--- src/rtl/sp_ram_arbiter_if.sv ---
// ---------------------------------------------------------------------------
// sp_ram_arbiter_if
//
// One req/gnt/rvalid memory bus as used by sp_ram and the core's memory ports.
// The requester side (a core port, or the arbiter facing sp_ram) uses the
// master modport; the responder side (sp_ram, or the arbiter facing a core
// port) uses the slave modport.
//
// Signals:
//   req     master -> slave  command valid, held until gnt
//   addr    master -> slave  word address (ADDR_WIDTH)
//   we      master -> slave  1 = write, 0 = read
//   wdata   master -> slave  write data (DATA_WIDTH)
//   be      master -> slave  byte enables (DATA_WIDTH/8)
//   gnt     slave  -> master command accepted this cycle
//   rvalid  slave  -> master one response per accepted command, in order
//   rdata   slave  -> master read data, meaningful only with rvalid
// ---------------------------------------------------------------------------
interface sp_ram_arbiter_if #(
    parameter int ADDR_WIDTH = 8,
    parameter int DATA_WIDTH = 32
);
    logic                      req;
    logic [ADDR_WIDTH-1:0]     addr;
    logic                      we;
    logic [DATA_WIDTH-1:0]     wdata;
    logic [DATA_WIDTH/8-1:0]   be;
    logic                      gnt;
    logic                      rvalid;
    logic [DATA_WIDTH-1:0]     rdata;

    modport master (
        output req, addr, we, wdata, be,
        input  gnt, rvalid, rdata
    );

    modport slave (
        input  req, addr, we, wdata, be,
        output gnt, rvalid, rdata
    );
endinterface

--- src/rtl/sp_ram_arbiter.sv ---
// ---------------------------------------------------------------------------
// sp_ram_arbiter
//
// Shares one sp_ram between the instruction-fetch port (m0) and the data
// port (m1) of the core.
//
//   * Round-robin selection between the two masters. A master that is
//     selected while sp_ram withholds gnt stays selected (locked) until it
//     is granted, so the command seen by sp_ram never changes mid-stall.
//   * An in-order owner FIFO remembers which master each granted command
//     belongs to, so every sp_ram response is steered back to its issuer.
//   * At most MAX_OUTSTANDING commands may be granted and still waiting for
//     their response; beyond that no request is issued.
//   * A response arriving while nothing is outstanding is dropped and sets
//     a sticky error flag.
//
// Ports:
//   clk     in   clock
//   rst_n   in   asynchronous active-low reset
//   m0      slave modport   instruction-fetch master
//   m1      slave modport   data master
//   mem     master modport  towards sp_ram
//   err_o   out  sticky protocol error (spurious response), cleared by reset
//
// All outputs are 0 while rst_n is low and whenever there is nothing to
// issue or return.
// ---------------------------------------------------------------------------
module sp_ram_arbiter #(
    parameter int ADDR_WIDTH      = 8,
    parameter int DATA_WIDTH      = 32,
    parameter int MAX_OUTSTANDING = 2
) (
    input  logic                  clk,
    input  logic                  rst_n,
    sp_ram_arbiter_if.slave       m0,
    sp_ram_arbiter_if.slave       m1,
    sp_ram_arbiter_if.master      mem,
    output logic                  err_o
);

    localparam int CNT_W = $clog2(MAX_OUTSTANDING + 1);
    localparam int PTR_W = (MAX_OUTSTANDING > 1) ? $clog2(MAX_OUTSTANDING) : 1;
    localparam logic [CNT_W-1:0] CNT_FULL = CNT_W'(MAX_OUTSTANDING);
    localparam logic [PTR_W-1:0] PTR_LAST = PTR_W'(MAX_OUTSTANDING - 1);

    // Lock state: which master (if any) is pinned because sp_ram stalled it.
    typedef enum logic [1:0] {
        LOCK_NONE = 2'b00,
        LOCK_M0   = 2'b01,
        LOCK_M1   = 2'b10
    } lock_e;

    lock_e                 lock_q, lock_d;
    logic                  prio_q, prio_d;   // 0: m0 wins a tie, 1: m1 wins
    logic                  sel;              // 0: m0 selected, 1: m1 selected
    logic                  sel_req;
    logic                  issue;            // mem.req
    logic                  push;             // command handshake
    logic                  pop;              // response consumed

    // Owner FIFO
    logic [CNT_W-1:0]      cnt_q;
    logic [PTR_W-1:0]      wr_ptr_q, rd_ptr_q;
    logic                  owner_mem [MAX_OUTSTANDING];
    logic                  fifo_full, fifo_empty;
    logic                  head_owner;

    // Pointers wrap at MAX_OUTSTANDING, which need not be a power of two.
    function automatic logic [PTR_W-1:0] ptr_inc(input logic [PTR_W-1:0] p);
        if (p == PTR_LAST) begin
            return '0;
        end
        return p + PTR_W'(1);
    endfunction

    // Fullness comes from the registered count only: a response popping in
    // the same cycle does not open a slot until the next cycle, which keeps
    // mem.rvalid off the combinational path to mem.req.
    assign fifo_full  = (cnt_q == CNT_FULL);
    assign fifo_empty = (cnt_q == '0);
    assign head_owner = owner_mem[rd_ptr_q];

    // ------------------------------------------------------------------
    // Selection, issue and next-state logic
    // ------------------------------------------------------------------
    always_comb begin
        // NOTE: every signal driven in this block is given a default first,
        // so no branch can leave one unassigned and infer a latch.
        sel     = prio_q;
        sel_req = 1'b0;
        issue   = 1'b0;
        push    = 1'b0;
        lock_d  = LOCK_NONE;
        prio_d  = prio_q;

        case (lock_q)
            LOCK_M0: sel = 1'b0;
            LOCK_M1: sel = 1'b1;
            default: begin
                // A lone requester wins; on a tie the priority pointer decides.
                if (m0.req && !m1.req) begin
                    sel = 1'b0;
                end else if (m1.req && !m0.req) begin
                    sel = 1'b1;
                end
            end
        endcase

        sel_req = sel ? m1.req : m0.req;
        issue   = rst_n && sel_req && !fifo_full;
        push    = issue && mem.gnt;

        if (push) begin
            // Granted: hand priority to the other master, lock stays clear.
            prio_d = ~sel;
        end else if (issue) begin
            // Stalled: keep this master selected next cycle. If it drops req
            // nothing is issued and the lock falls away on its own.
            lock_d = sel ? LOCK_M1 : LOCK_M0;
        end
    end

    assign pop = mem.rvalid && !fifo_empty;

    // ------------------------------------------------------------------
    // State registers
    // ------------------------------------------------------------------
    // NOTE: sequential state uses non-blocking assignments so every register
    // samples pre-edge values regardless of statement order.
    always_ff @(posedge clk or negedge rst_n) begin
        if (!rst_n) begin
            lock_q   <= LOCK_NONE;
            prio_q   <= 1'b0;
            cnt_q    <= '0;
            wr_ptr_q <= '0;
            rd_ptr_q <= '0;
            err_o    <= 1'b0;
        end else begin
            lock_q <= lock_d;
            prio_q <= prio_d;

            case ({push, pop})
                2'b10:   cnt_q <= cnt_q + CNT_W'(1);
                2'b01:   cnt_q <= cnt_q - CNT_W'(1);
                default: cnt_q <= cnt_q;   // idle, or push and pop cancel
            endcase

            if (push) begin
                wr_ptr_q <= ptr_inc(wr_ptr_q);
            end
            if (pop) begin
                rd_ptr_q <= ptr_inc(rd_ptr_q);
            end

            // A response with nothing outstanding (including late responses
            // to commands dropped by a reset) is discarded and flagged.
            if (mem.rvalid && fifo_empty) begin
                err_o <= 1'b1;
            end
        end
    end

    // NOTE: the owner storage has no reset; an entry is only ever read while
    // the count says it was written, so its power-up contents never matter.
    always_ff @(posedge clk) begin
        if (push) begin
            owner_mem[wr_ptr_q] <= sel;
        end
    end

    // ------------------------------------------------------------------
    // Outputs
    // ------------------------------------------------------------------
    // Command towards sp_ram, zeroed whenever nothing is issued.
    assign mem.req   = issue;
    assign mem.addr  = issue ? (sel ? m1.addr  : m0.addr)  : '0;
    assign mem.we    = issue ? (sel ? m1.we    : m0.we)    : 1'b0;
    assign mem.wdata = issue ? (sel ? m1.wdata : m0.wdata) : '0;
    assign mem.be    = issue ? (sel ? m1.be    : m0.be)    : '0;

    // Grants pass through in the same cycle sp_ram grants.
    assign m0.gnt = push && !sel;
    assign m1.gnt = push &&  sel;

    // Responses go to the owner at the FIFO head; the other master sees 0.
    assign m0.rvalid = pop && !head_owner;
    assign m1.rvalid = pop &&  head_owner;
    assign m0.rdata  = (pop && !head_owner) ? mem.rdata : '0;
    assign m1.rdata  = (pop &&  head_owner) ? mem.rdata : '0;

endmodule
--- src/flat_wrapper.sv ---
// flat-port wrapper written by rule: the top's interface ports become plain ports
module sp_ram_arbiter_flat 
#(
    parameter int ADDR_WIDTH      = 8,
    parameter int DATA_WIDTH      = 32,
    parameter int MAX_OUTSTANDING = 2
)
  (clk, rst_n, err_o, m0_req, m0_addr, m0_we, m0_wdata, m0_be, m0_gnt, m0_rvalid, m0_rdata, m1_req, m1_addr, m1_we, m1_wdata, m1_be, m1_gnt, m1_rvalid, m1_rdata, mem_req, mem_addr, mem_we, mem_wdata, mem_be, mem_gnt, mem_rvalid, mem_rdata);
  sp_ram_arbiter_if #(.ADDR_WIDTH(ADDR_WIDTH), .DATA_WIDTH(DATA_WIDTH)) m0_i ();
  sp_ram_arbiter_if #(.ADDR_WIDTH(ADDR_WIDTH), .DATA_WIDTH(DATA_WIDTH)) m1_i ();
  sp_ram_arbiter_if #(.ADDR_WIDTH(ADDR_WIDTH), .DATA_WIDTH(DATA_WIDTH)) mem_i ();
  input  logic clk;
  input  logic rst_n;
  output logic err_o;
  input wire logic [$bits(m0_i.req)-1:0] m0_req;
  input wire logic [$bits(m0_i.addr)-1:0] m0_addr;
  input wire logic [$bits(m0_i.we)-1:0] m0_we;
  input wire logic [$bits(m0_i.wdata)-1:0] m0_wdata;
  input wire logic [$bits(m0_i.be)-1:0] m0_be;
  output wire logic [$bits(m0_i.gnt)-1:0] m0_gnt;
  output wire logic [$bits(m0_i.rvalid)-1:0] m0_rvalid;
  output wire logic [$bits(m0_i.rdata)-1:0] m0_rdata;
  input wire logic [$bits(m1_i.req)-1:0] m1_req;
  input wire logic [$bits(m1_i.addr)-1:0] m1_addr;
  input wire logic [$bits(m1_i.we)-1:0] m1_we;
  input wire logic [$bits(m1_i.wdata)-1:0] m1_wdata;
  input wire logic [$bits(m1_i.be)-1:0] m1_be;
  output wire logic [$bits(m1_i.gnt)-1:0] m1_gnt;
  output wire logic [$bits(m1_i.rvalid)-1:0] m1_rvalid;
  output wire logic [$bits(m1_i.rdata)-1:0] m1_rdata;
  output wire logic [$bits(mem_i.req)-1:0] mem_req;
  output wire logic [$bits(mem_i.addr)-1:0] mem_addr;
  output wire logic [$bits(mem_i.we)-1:0] mem_we;
  output wire logic [$bits(mem_i.wdata)-1:0] mem_wdata;
  output wire logic [$bits(mem_i.be)-1:0] mem_be;
  input wire logic [$bits(mem_i.gnt)-1:0] mem_gnt;
  input wire logic [$bits(mem_i.rvalid)-1:0] mem_rvalid;
  input wire logic [$bits(mem_i.rdata)-1:0] mem_rdata;
  assign m0_i.req = m0_req;
  assign m0_i.addr = m0_addr;
  assign m0_i.we = m0_we;
  assign m0_i.wdata = m0_wdata;
  assign m0_i.be = m0_be;
  assign m0_gnt = m0_i.gnt;
  assign m0_rvalid = m0_i.rvalid;
  assign m0_rdata = m0_i.rdata;
  assign m1_i.req = m1_req;
  assign m1_i.addr = m1_addr;
  assign m1_i.we = m1_we;
  assign m1_i.wdata = m1_wdata;
  assign m1_i.be = m1_be;
  assign m1_gnt = m1_i.gnt;
  assign m1_rvalid = m1_i.rvalid;
  assign m1_rdata = m1_i.rdata;
  assign mem_req = mem_i.req;
  assign mem_addr = mem_i.addr;
  assign mem_we = mem_i.we;
  assign mem_wdata = mem_i.wdata;
  assign mem_be = mem_i.be;
  assign mem_i.gnt = mem_gnt;
  assign mem_i.rvalid = mem_rvalid;
  assign mem_i.rdata = mem_rdata;
  sp_ram_arbiter #(.ADDR_WIDTH(ADDR_WIDTH), .DATA_WIDTH(DATA_WIDTH), .MAX_OUTSTANDING(MAX_OUTSTANDING)) u_core (.clk(clk), .rst_n(rst_n), .m0(m0_i), .m1(m1_i), .mem(mem_i), .err_o(err_o));
endmodule
--- config.mk ---
export PLATFORM = sky130hd
export DESIGN_NAME = sp_ram_arbiter_flat
export DESIGN_NICKNAME = d
export VERILOG_FILES = /design/src/rtl/sp_ram_arbiter_if.sv /design/src/rtl/sp_ram_arbiter.sv /design/src/flat_wrapper.sv
export SDC_FILE = /design/constraint.sdc
export NUM_CORES = 1
export LEC_CHECK = 0
export BUFFER_PORTS_ARGS = -buffer_cell sky130_fd_sc_hd__buf_2
export CAP_MARGIN = 10
export CORE_AREA = 2 2 95 97
export CTS_CLUSTER_SIZE = 10
export DETAILED_ROUTE_END_ITERATION = 8
export DIE_AREA = 0 0 97 99
export PLACE_DENSITY = 0.66
export SYNTH_ARGS = -nofsm -noshare
export SYNTH_HDL_FRONTEND = slang
export SYNTH_SLANG_ARGS = --single-unit
--- constraint.sdc ---
create_clock -name clk -period 4.2 [get_ports clk]
set_input_delay 0.21 -clock clk [delete_from_list [all_inputs] [get_ports clk]]
set_output_delay 0.21 -clock clk [all_outputs]
set_load 0.01 [all_outputs]
==> run summary <==
DETAILED ROUTING
-----------------------------------------------------------------------------------------------
Via/cell ratio                                                                             4.59
Detailed-routing iteration count for the pre-antenna-repair pass                              4
Routed wire length                                                                      7620 um
Final routed wire length divided by cell count                                          13.5 um
Total number of vias                                                                       2590
Detailed Route Iter0 Violations                                                              80
Post-detailed-route count of antenna-violating nets                                           0
Drc violations                                                                                0

PWR
-----------------------------------------------------------------------------------------------
P_leak                                                                                  2.04 nW
Areal power density over the cells                                                   340 nW/um2
Worst supply voltage drop on vdd                                                       0.123 mV

WORST HOLD PATH
-----------------------------------------------------------------------------------------------
Worst Hold Depth                                                                              2
Min-Delay Path Class                                                                  in -> reg

SETUP PATH
-----------------------------------------------------------------------------------------------
Cell breakdown of the critical path                                                ha_1, o21ai_0, a2bb2oi_2, buf_4, inv_1, buf_4, a31o_2, buf_2
Logic depth of the worst path, buffers included                                               8
Register-to-Register Path Depth                                                               7
Worst path required time                                                                3.99 ns
Buffers & Inverters on Critical Path                                                          4
Peak per-stage delay on the critical path                                               0.56 ns
Largest fanout of any net on the critical path                                               47
Arrival @ worst endpoint                                                                2.71 ns
Worst path top cell family by delay                                                buffers and inverters
Endpoint class of the critical path                                                primary output
Most repeated library cell on the critical path                                           buf_4
Category of the critical setup timing path                                           reg -> out
CP Launch Type                                                                             flop
Worst path slowest cell                                                                   inv_1

LOGIC SYNTHESIS
-----------------------------------------------------------------------------------------------
Cell area after synthesis                                                              1720 um2
Number of register bits inferred by synthesis                                                10
Syn Nets                                                                                    359
Post-synthesis sequential area ratio                                                      0.152
Post-synthesis average cell area                                                       7.50 um2
Yosys cell types                                                                             27
Ys Warns                                                                                      0
Synth Instances                                                                             229

TIMING
-----------------------------------------------------------------------------------------------
Unrepaired setup endpoints after global routing                                              no
Count of final max-slew check failures                                                        0
FMAX                                                                                  0.342 GHz
Crit share post-route                                                                     0.696
Number of failing hold endpoints at the final stage                                           0
Max-Slew Margin vs Limit                                                                  0.321
Setup TNS                                                                                  0 ns
Clock tree skew after final layout                                                   0.00239 ns
Final critical delay including setup and external delays                                2.92 ns
Total setup violations reported at the end of the flow                                        0
Worst Tran Pin Value                                                                    1.02 ns

FLOORPLAN
-----------------------------------------------------------------------------------------------
Die Span Y                                                                                99 um
Number of cell rows                                                                          34
Placeable core region                                                                  8550 um2
Die area                                                                               9600 um2
Starting Density                                                                          0.201
# IOs                                                                                       243
Die X-Extent                                                                              97 um

CLOCKING
-----------------------------------------------------------------------------------------------
Root buffer cell                                                                       clkbuf_8
Maximum level of the CTS H-tree                                                               1
Number of sinks driven by the clock tree                                                     10
Skew-Pair Late Insertion Delay                                                          0.24 ns
Number of buffers inserted by post-CTS setup repair                                           0
CTS tree                                                                                    yes
Max Root-Sink Buffers                                                                         2
Number of buffers created by CTS                                                              3
Clock input transition at the sequential cells of the worst setup and hold paths        0.05 ns

GLOBAL ROUTING
-----------------------------------------------------------------------------------------------
Total grt overflow                                                                            0
Initial antenna violation count                                                               2
Total Routing Usage GR                                                                    0.141
Maximum number of pins on one net before global-route repair                                 48
Vias in the first global route                                                             2409
First-pass GRT wire length                                                             11400 um

FINAL LAYOUT
-----------------------------------------------------------------------------------------------
Share of layout cells above drive strength 1                                              0.663
Most frequent standard cell in the layout excluding fill and tap cells                    buf_2
NumNets Final                                                                               585
Share of the core filled with cells in the final layout                                   0.359
Syn-to-layout area delta                                                                  78.6%
Commonest cells after routing, fill and taps aside                                 buf_2 (242), and2_1 (64), and3_1 (49)

PLACED DESIGN
-----------------------------------------------------------------------------------------------
Count of buffers inserted at the top-level ports                                            242
HPWL after detailed placement                                                           6390 um
RD Place Congestion                                                                       0.925

RUN STATUS
-----------------------------------------------------------------------------------------------
Run status                                                                         finished, final reports clean

FLOW RUN
-----------------------------------------------------------------------------------------------
Maxcap violations                                                                             0

==> state kept, by name, indices dropped and copies added, names as in the netlist <==
name,flops
u_core.lock_q,2
u_core.cnt_q,2
u_core.rd_ptr_q,1
u_core.prio_q,1
u_core.wr_ptr_q,1
u_core.owner_mem,2
u_core.err_o,1
==> worst reg2reg max path: stages (launching register included) <==
cell and delay (ns):
dfrtp_1 0.32, inv_1 0.04, ha_1 0.30, o21ai_0 0.11
a2bb2oi_2 0.14, buf_4 0.33, inv_1 0.43, nor4_1 0.41
==> kinds of logic (layout without fill, tap and decap cells) <==
| family | after synthesis | count (layout) | share of synthesized area |
|---|---|---|---|
| AOI/OAI and AO/OA | 54 | 54 | 0.277 |
| buffers and inverters | 33 | 258 | 0.0802 |
| other | 0 | 2 | 0 |
| and+or+nand+nor | 124 | 124 | 0.445 |
| adders and majority gates | 2 | 2 | 0.0146 |
| DFF | 10 | 10 | 0.152 |
| muxes | 1 | 1 | 0.00583 |
| xor gates and xnor gates | 5 | 5 | 0.0255 |
==> timing repair <==
action	4_1_cts	5_1_grt
gates resized for setup	0	0
hold buffers	1	0
hold endpoints to repair	8	0
==> metrics by stage <==
step                      hold slack [ns]  power (mW)  cell area, um2  worst slack (ns)  cells
final                               0.199        1.04            3070              1.28    564
after global routing                0.199        1.12            3070              1.09    564
after CTS                           0.189        1.05            3060              1.28    562
after detailed placement           0.0911       0.926            3000              1.54    557
after global placement             0.0900       0.913            3000              1.61    557
after floorplan                   -0.0856       0.641            1720              2.16    229
==> synthesized netlist by cell type, drive strengths merged <==
| cell | n | share of area |
|---|---|---|
| o21ai | 3 | 0.015 |
| dfrtp | 8 | 0.12 |
| a2bb2oi | 1 | 0.0051 |
| clkbuf | 21 | 0.047 |
| or4b | 1 | 0.0080 |
| and3 | 49 | 0.18 |
| and2 | 64 | 0.23 |
| inv | 7 | 0.015 |
| buf | 5 | 0.018 |
| a21o | 2 | 0.0087 |
| ha | 2 | 0.015 |
| mux2i | 1 | 0.0058 |
| xnor2 | 5 | 0.026 |
| o211a | 2 | 0.012 |
| a21boi | 1 | 0.0066 |
| nand2 | 1 | 0.0022 |
| nor2 | 6 | 0.013 |
| nor3 | 1 | 0.0029 |
| nor4 | 1 | 0.0036 |
| a31o | 45 | 0.23 |
| edfxtp | 2 | 0.035 |
| nor2b | 1 | 0.0036 |
==> layout make-up <==
| cell class | instances | area [um2] |
|---|---|---|
| antenna | 2 | 5.00 |
| tap | 108 | 135 |
| inverter | 7 | 26.3 |
| clock buffer | 4 | 55.1 |
| timing repair buffer | 247 | 1250 |
| fill | 934 | 5490 |
| multi-input combinational | 186 | 1330 |
| sequential | 10 | 260 |
==> metal layers <==
| layer | share of wire | track usage |
|---|---|---|
| met4 | 0.020 | 0.0412 |
| met3 | 0.095 | 0.0234 |
| met2 | 0.52 | 0.277 |
| met1 | 0.37 | 0.154 |
| met5 | 0 | 0 |
==> worst paths after layout <==
check	startpoint	end	slack [ns]
worst max-delay path	u_core.lock_q[1]	mem_wdata[12]	1.28
worst min-delay path	mem_rvalid	u_core.err_o	0.20
worst max register to register	u_core.lock_q[0]	u_core.lock_q[0]	2.01
worst min register to register	u_core.err_o	u_core.err_o	0.46
max in group asynchronous	rst_n	u_core.cnt_q[0]	3.63
min in group asynchronous	rst_n	u_core.prio_q	0.37
==> power by group <==
part	switching, mW	leakage [nW]	internal [mW]
clock	0.0386	0.0288	0.0824
combinational	0.413	1.90	0.345
sequential	0.0305	0.114	0.132
total	0.482	2.04	0.559
Note: power is estimated with default switching activity, not from simulation.
